--- config.mk ---
export PLATFORM = sky130hd
export DESIGN_NAME = row_conv_ctrl
export DESIGN_NICKNAME = d
export VERILOG_FILES = /design/src/rtl/row_conv_ctrl.sv
export SDC_FILE = /design/constraint.sdc
export NUM_CORES = 1
export LEC_CHECK = 0
export CORE_ASPECT_RATIO = 1.4
export CORE_MARGIN = 2
export CORE_UTILIZATION = 49
export CTS_BUF_LIST = sky130_fd_sc_hd__clkbuf_2 sky130_fd_sc_hd__clkbuf_4 sky130_fd_sc_hd__clkbuf_8
export DETAILED_ROUTE_END_ITERATION = 10
export PLACE_DENSITY = 0.85
export SETUP_SLACK_MARGIN = 0.1
export SLEW_MARGIN = 20
export SYNTH_ARGS = -nofsm -noshare
export SYNTH_HDL_FRONTEND = slang
export SYNTH_SLANG_ARGS = --single-unit
--- constraint.sdc ---
create_clock -name clk -period 2.2 [get_ports clk]
set_clock_uncertainty 0.1 [all_clocks]
set_input_delay 0.22 -clock clk [delete_from_list [all_inputs] [get_ports clk]]
set_output_delay 0.22 -clock clk [all_outputs]
set_load 0.01 [all_outputs]
--- src/rtl/row_conv_ctrl.sv ---
// Row sequencer for the 3-PE row-stationary 1-D convolution slice: loads weights,
// streams one input row through the PE chain and writes valid results to the output FIFO.
module row_conv_ctrl #(
    parameter int KERNEL_SIZE = 3,
    parameter int LEN_W       = 8,
    parameter int FREE_W      = 4,
    parameter int PIPE_LAT    = 2
) (
    input  logic              clk,
    input  logic              rst,
    input  logic              start,
    input  logic [LEN_W-1:0]  cfg_len,
    input  logic              wgt_valid,
    input  logic              ifm_valid,
    input  logic [FREE_W-1:0] fifo_free,
    output logic              busy,
    output logic              done,
    output logic              err,
    output logic              ifm_ready,
    output logic              set_wgt,
    output logic              set_ifm,
    output logic              pe_set_reg,
    output logic              wr_en,
    output logic [LEN_W-1:0]  out_cnt
);

    typedef enum logic [2:0] {
        IDLE,
        LOAD_WGT,
        WAIT_SPACE,
        STREAM,
        DRAIN,
        DONE
    } state_t;

    localparam int DRAIN_W = (PIPE_LAT > 1) ? $clog2(PIPE_LAT) : 1;
    localparam int CMP_W   = (LEN_W > FREE_W) ? LEN_W : FREE_W;

    localparam logic [LEN_W-1:0]   K_LEN      = LEN_W'(KERNEL_SIZE);
    localparam logic [LEN_W-1:0]   K_LAST     = LEN_W'(KERNEL_SIZE - 1);
    localparam logic [DRAIN_W-1:0] DRAIN_LAST = DRAIN_W'(PIPE_LAT - 1);

    state_t              state;
    logic [LEN_W-1:0]    len;
    logic [LEN_W-1:0]    in_cnt;
    logic [LEN_W-1:0]    n_out;
    logic [DRAIN_W-1:0]  drain_cnt;
    logic [PIPE_LAT-1:0] vpipe;
    logic                space_ok;
    logic                tag;

    assign n_out    = len - K_LEN + LEN_W'(1);
    // Both sides widened so a result count larger than the FIFO field can never pass.
    assign space_ok = CMP_W'(fifo_free) >= CMP_W'(n_out);

    assign busy       = (state != IDLE);
    assign done       = (state == DONE);
    assign ifm_ready  = (state == STREAM);
    assign set_ifm    = ifm_ready & ifm_valid;
    assign set_wgt    = (state == LOAD_WGT) & wgt_valid;
    assign pe_set_reg = (state == STREAM) | (state == DRAIN);
    assign tag        = set_ifm & (in_cnt >= K_LAST);
    assign wr_en      = vpipe[PIPE_LAT-1];

    always_ff @(posedge clk or posedge rst) begin
        if (rst) begin
            state     <= IDLE;
            len       <= '0;
            in_cnt    <= '0;
            drain_cnt <= '0;
            vpipe     <= '0;
            err       <= 1'b0;
            out_cnt   <= '0;
        end else begin
            vpipe <= (vpipe << 1) | PIPE_LAT'(tag);
            if (wr_en) begin
                out_cnt <= out_cnt + LEN_W'(1);
            end

            case (state)
                IDLE: begin
                    if (start) begin
                        len       <= cfg_len;
                        in_cnt    <= '0;
                        drain_cnt <= '0;
                        out_cnt   <= '0;
                        err       <= (cfg_len < K_LEN);
                        state     <= (cfg_len < K_LEN) ? DONE : LOAD_WGT;
                    end
                end
                LOAD_WGT: begin
                    if (wgt_valid) begin
                        state <= WAIT_SPACE;
                    end
                end
                WAIT_SPACE: begin
                    if (space_ok) begin
                        state <= STREAM;
                    end
                end
                STREAM: begin
                    if (ifm_valid) begin
                        in_cnt <= in_cnt + LEN_W'(1);
                        if (in_cnt == len - LEN_W'(1)) begin
                            drain_cnt <= '0;
                            state     <= DRAIN;
                        end
                    end else begin
                        // The PE chain cannot stall, so a gap poisons every in-flight psum.
                        err   <= 1'b1;
                        vpipe <= '0;
                        state <= DONE;
                    end
                end
                DRAIN: begin
                    if (drain_cnt == DRAIN_LAST) begin
                        state <= DONE;
                    end else begin
                        drain_cnt <= drain_cnt + DRAIN_W'(1);
                    end
                end
                DONE: begin
                    state <= IDLE;
                end
                default: begin
                    state <= IDLE;
                end
            endcase
        end
    end

endmodule
==> flow_summary.json <==
{
  "status": "finished clean",
  "powerDensity_nw_per_um2": 1180,
  "yosys_warnings": 0,
  "place_ws_ps": 33.8,
  "die_width_um": 56.7,
  "tightest_slew_ps": 415,
  "cts.sinks": 31,
  "drt_wl_total_um": 4530,
  "final_util_pct": 69.7,
  "cp.arrival_ps": 2130,
  "maxSlewViolCount": 0,
  "min_period_ps": 2060,
  "synth_xor_xnor_area_share_pct": 10.6,
  "hold_ws_ps": 219,
  "rows": 26,
  "critical-path-max-stage-delay_ps": 390,
  "core_um2": 3680,
  "end_kind": "register",
  "synthSimpleGateAreaFrac_pct": 19.0,
  "antenna_found_initial": 0,
  "setup_slack_ps": 137,
  "start_util_pct": 51.7,
  "critPathKind": "register to register",
  "synthAdderAreaFrac_pct": 6.58,
  "synth-edff-count": 0,
  "place.gp.congestion": 0.849,
  "rsz0062_at_grt": "true",
  "dieHeight_um": 77.7,
  "timing.rr.end": "state[0]",
  "total_power_mw": 3.02,
  "path_cells": "inv_2 > buf_6 > ha_4 > nand2_2 > a2111oi_4 > a32oi_2 > a211oi_2 > a21o_1 > o41ai_1 > a31o_1",
  "cts_buffers": 5,
  "drt-initial-drc-count": 66,
  "synthesis.nets": 233,
  "worst-path-buf-inv": 2,
  "first_pass_iters": 4,
  "r2r-start": "len[2]",
  "clk_latency_ps": 280,
  "cp_top_family": "compound AO/OA/AOI/OAI gates",
  "max_cap_viol_count": 0,
  "area_delta_synth_final_pct": 34.8,
  "slowest_stage": "dfrtp_1",
  "ir_drop_v": 0.000798,
  "ys.flop_type": "dfrtp_1",
  "synth_compound_area_share_pct": 14.7,
  "critPathMaxFanout": 3,
  "synth_seq_area_share_pct": 40.8,
  "cts-hold-fix-buffers": 0,
  "avgSynthCellArea_um2": 9.23,
  "max_freq_ghz": 0.485,
  "finalSetupTns_ps": 0,
  "clockRootBuffer": "clkbuf_8",
  "grt_pass1_wl_um": 7730,
  "grt_overflow": 0,
  "cts_tree": "built",
  "via_per_inst": 5.74,
  "cp.required_ps": 2270,
  "cts_buffer_depth": 2,
  "grt_usage_pct": 22.6,
  "crit_path_start_kind": "register",
  "synthMuxAreaShare_pct": 2.89,
  "drive_gt1_share_pct": 18.7,
  "r2r_setup_slack_ps": 140,
  "io-pin-count": 33,
  "grt_max_degree": 32,
  "setup_viol": 0,
  "cts-htree-levels": 2,
  "num_vias": 1716,
  "async_flop_share_pct": 100,
  "fin_nets": 283,
  "synth_area_um2": 1900,
  "power_leakage_nw": 1.16,
  "synthCells": 206,
  "endpoint": "state[0]",
  "crit_start": "len[2]",
  "drc": 0,
  "yosysUniqueCellTypes": 45,
  "grt_pass1_vias": 1697,
  "hpwl_um": 3360,
  "port_buffers": 32,
  "hold_path.class": "primary input to asynchronous set/reset pin",
  "slew-limit-headroom_pct": 72.1,
  "reg2reg_depth": 10,
  "diodes": 0,
  "ant_nets": 0,
  "ys_ff_latch": 31,
  "period_share_pct": 93.8,
  "final_hold_viol_count": 0,
  "synth_top_family_by_area": "simple AND/OR/NAND/NOR gates",
  "path_clk_slew_ps": 70,
  "dieArea_um2": 4400,
  "wl_per_cell_um": 15.2,
  "cp.depth": 10
}
## cell usage in the layout, fill, tap and decap left out, types with 4 or more instances in the layout
| cell | netlist | final |
|---|---|---|
| buf_4 | 0 | 18 |
| clkbuf_8 | 0 | 6 |
| clkdlybuf4s50_1 | 0 | 31 |
| dfrtp_1 | 31 | 31 |
| ha_1 | 10 | 7 |
| inv_1 | 15 | 12 |
| mux2_2 | 4 | 4 |
| nand2_1 | 16 | 15 |
| nand3_1 | 10 | 10 |
| nand4_1 | 5 | 5 |
| nor2_1 | 25 | 25 |
| nor3_1 | 4 | 4 |
| o21ai_0 | 15 | 13 |
| xnor2_1 | 9 | 9 |
| xor2_1 | 14 | 13 |
## per-stage QoR
stage	cell area [um^2]	cells
4_1_cts	2530	299
3_5_place_dp	2340	287
6_report	2560	299
5_1_grt	2560	299
3_3_place_gp	2340	287
2_1_floorplan	1900	206
## power by group
part           internal [mW]  switching (mW)
logic                  0.776           0.821
clock network          0.366           0.204
registers              0.708           0.141
total                   1.85            1.17
## logic make-up after synthesis
family / after synthesis
buffers and inverters: 23
and+or+nand+nor: 76
xor gates and xnor gates: 23
DFF: 31
muxes: 5
AOI/OAI and AO/OA: 38
adders and majority gates: 10
## state kept, by name, summed over array words and instances, names as in the netlist
signal	flops
state	3
len	8
drain_cnt	1
out_cnt	8
vpipe	2
in_cnt	8
err	1
## synth_stat cells, types with 3 or more instances
cell type / instances / area [um^2]
nand3_1: 10 / 50.1
xnor2_1: 9 / 78.8
dfrtp_1: 31 / 776
clkbuf_1: 3 / 11.3
nand4_1: 5 / 31.3
nor2b_1: 3 / 18.8
nor2_1: 25 / 93.8
a21oi_1: 3 / 15.0
inv_1: 15 / 56.3
xor2_1: 14 / 123
ha_1: 10 / 125
o21ai_0: 15 / 75.1
nor4_1: 3 / 18.8
nand2_1: 16 / 60.1
nor3_1: 4 / 20.0
mux2_2: 4 / 45.0
## worst min-delay path: stages
cell and delay, ps:
clkdlybuf4s50_1 400, inv_1 50, buf_4 350
## layout make-up
cell class | count | area, um^2
sequential | 31 | 776
tap | 42 | 52.6
inverter | 15 | 58.8
timing repair buffer | 51 | 465
clock inverter | 2 | 35.0
multi-input combinational | 152 | 1090
fill | 276 | 1110
clock buffer | 6 | 82.6
## per-layer routing
metal	share of wire [%]	up-vias	GRT usage, %
li1	-	816	-
met4	2.1	0	9.76
met1	37	827	25.4
met3	4.5	10	3.83
met2	56	63	40.9
met5	0	-	0
## worst min-delay path by stage
stage	start	to	depth (start not counted)	slack (ps)
final	rst	in_cnt[6]	3	220
after global routing	rst	in_cnt[6]	3	260
after CTS	rst	in_cnt[7]	3	230
after detailed placement	vpipe[0]	vpipe[1]	1	400
after global placement	vpipe[0]	vpipe[1]	1	340
after floorplan	rst	drain_cnt	1	220
## timing repair
| action | 4_1_cts | 5_1_grt |
|---|---|---|
| pin swaps | 5 | 4 |
| endpoints found under the hold margin | 0 | 0 |
| setup endpoints to repair | 2 | 4 |
| gates resized for setup | 14 | 7 |
| setup buffers | 4 | 0 |
No activity file was read; power rests on OpenSTA's default activity.
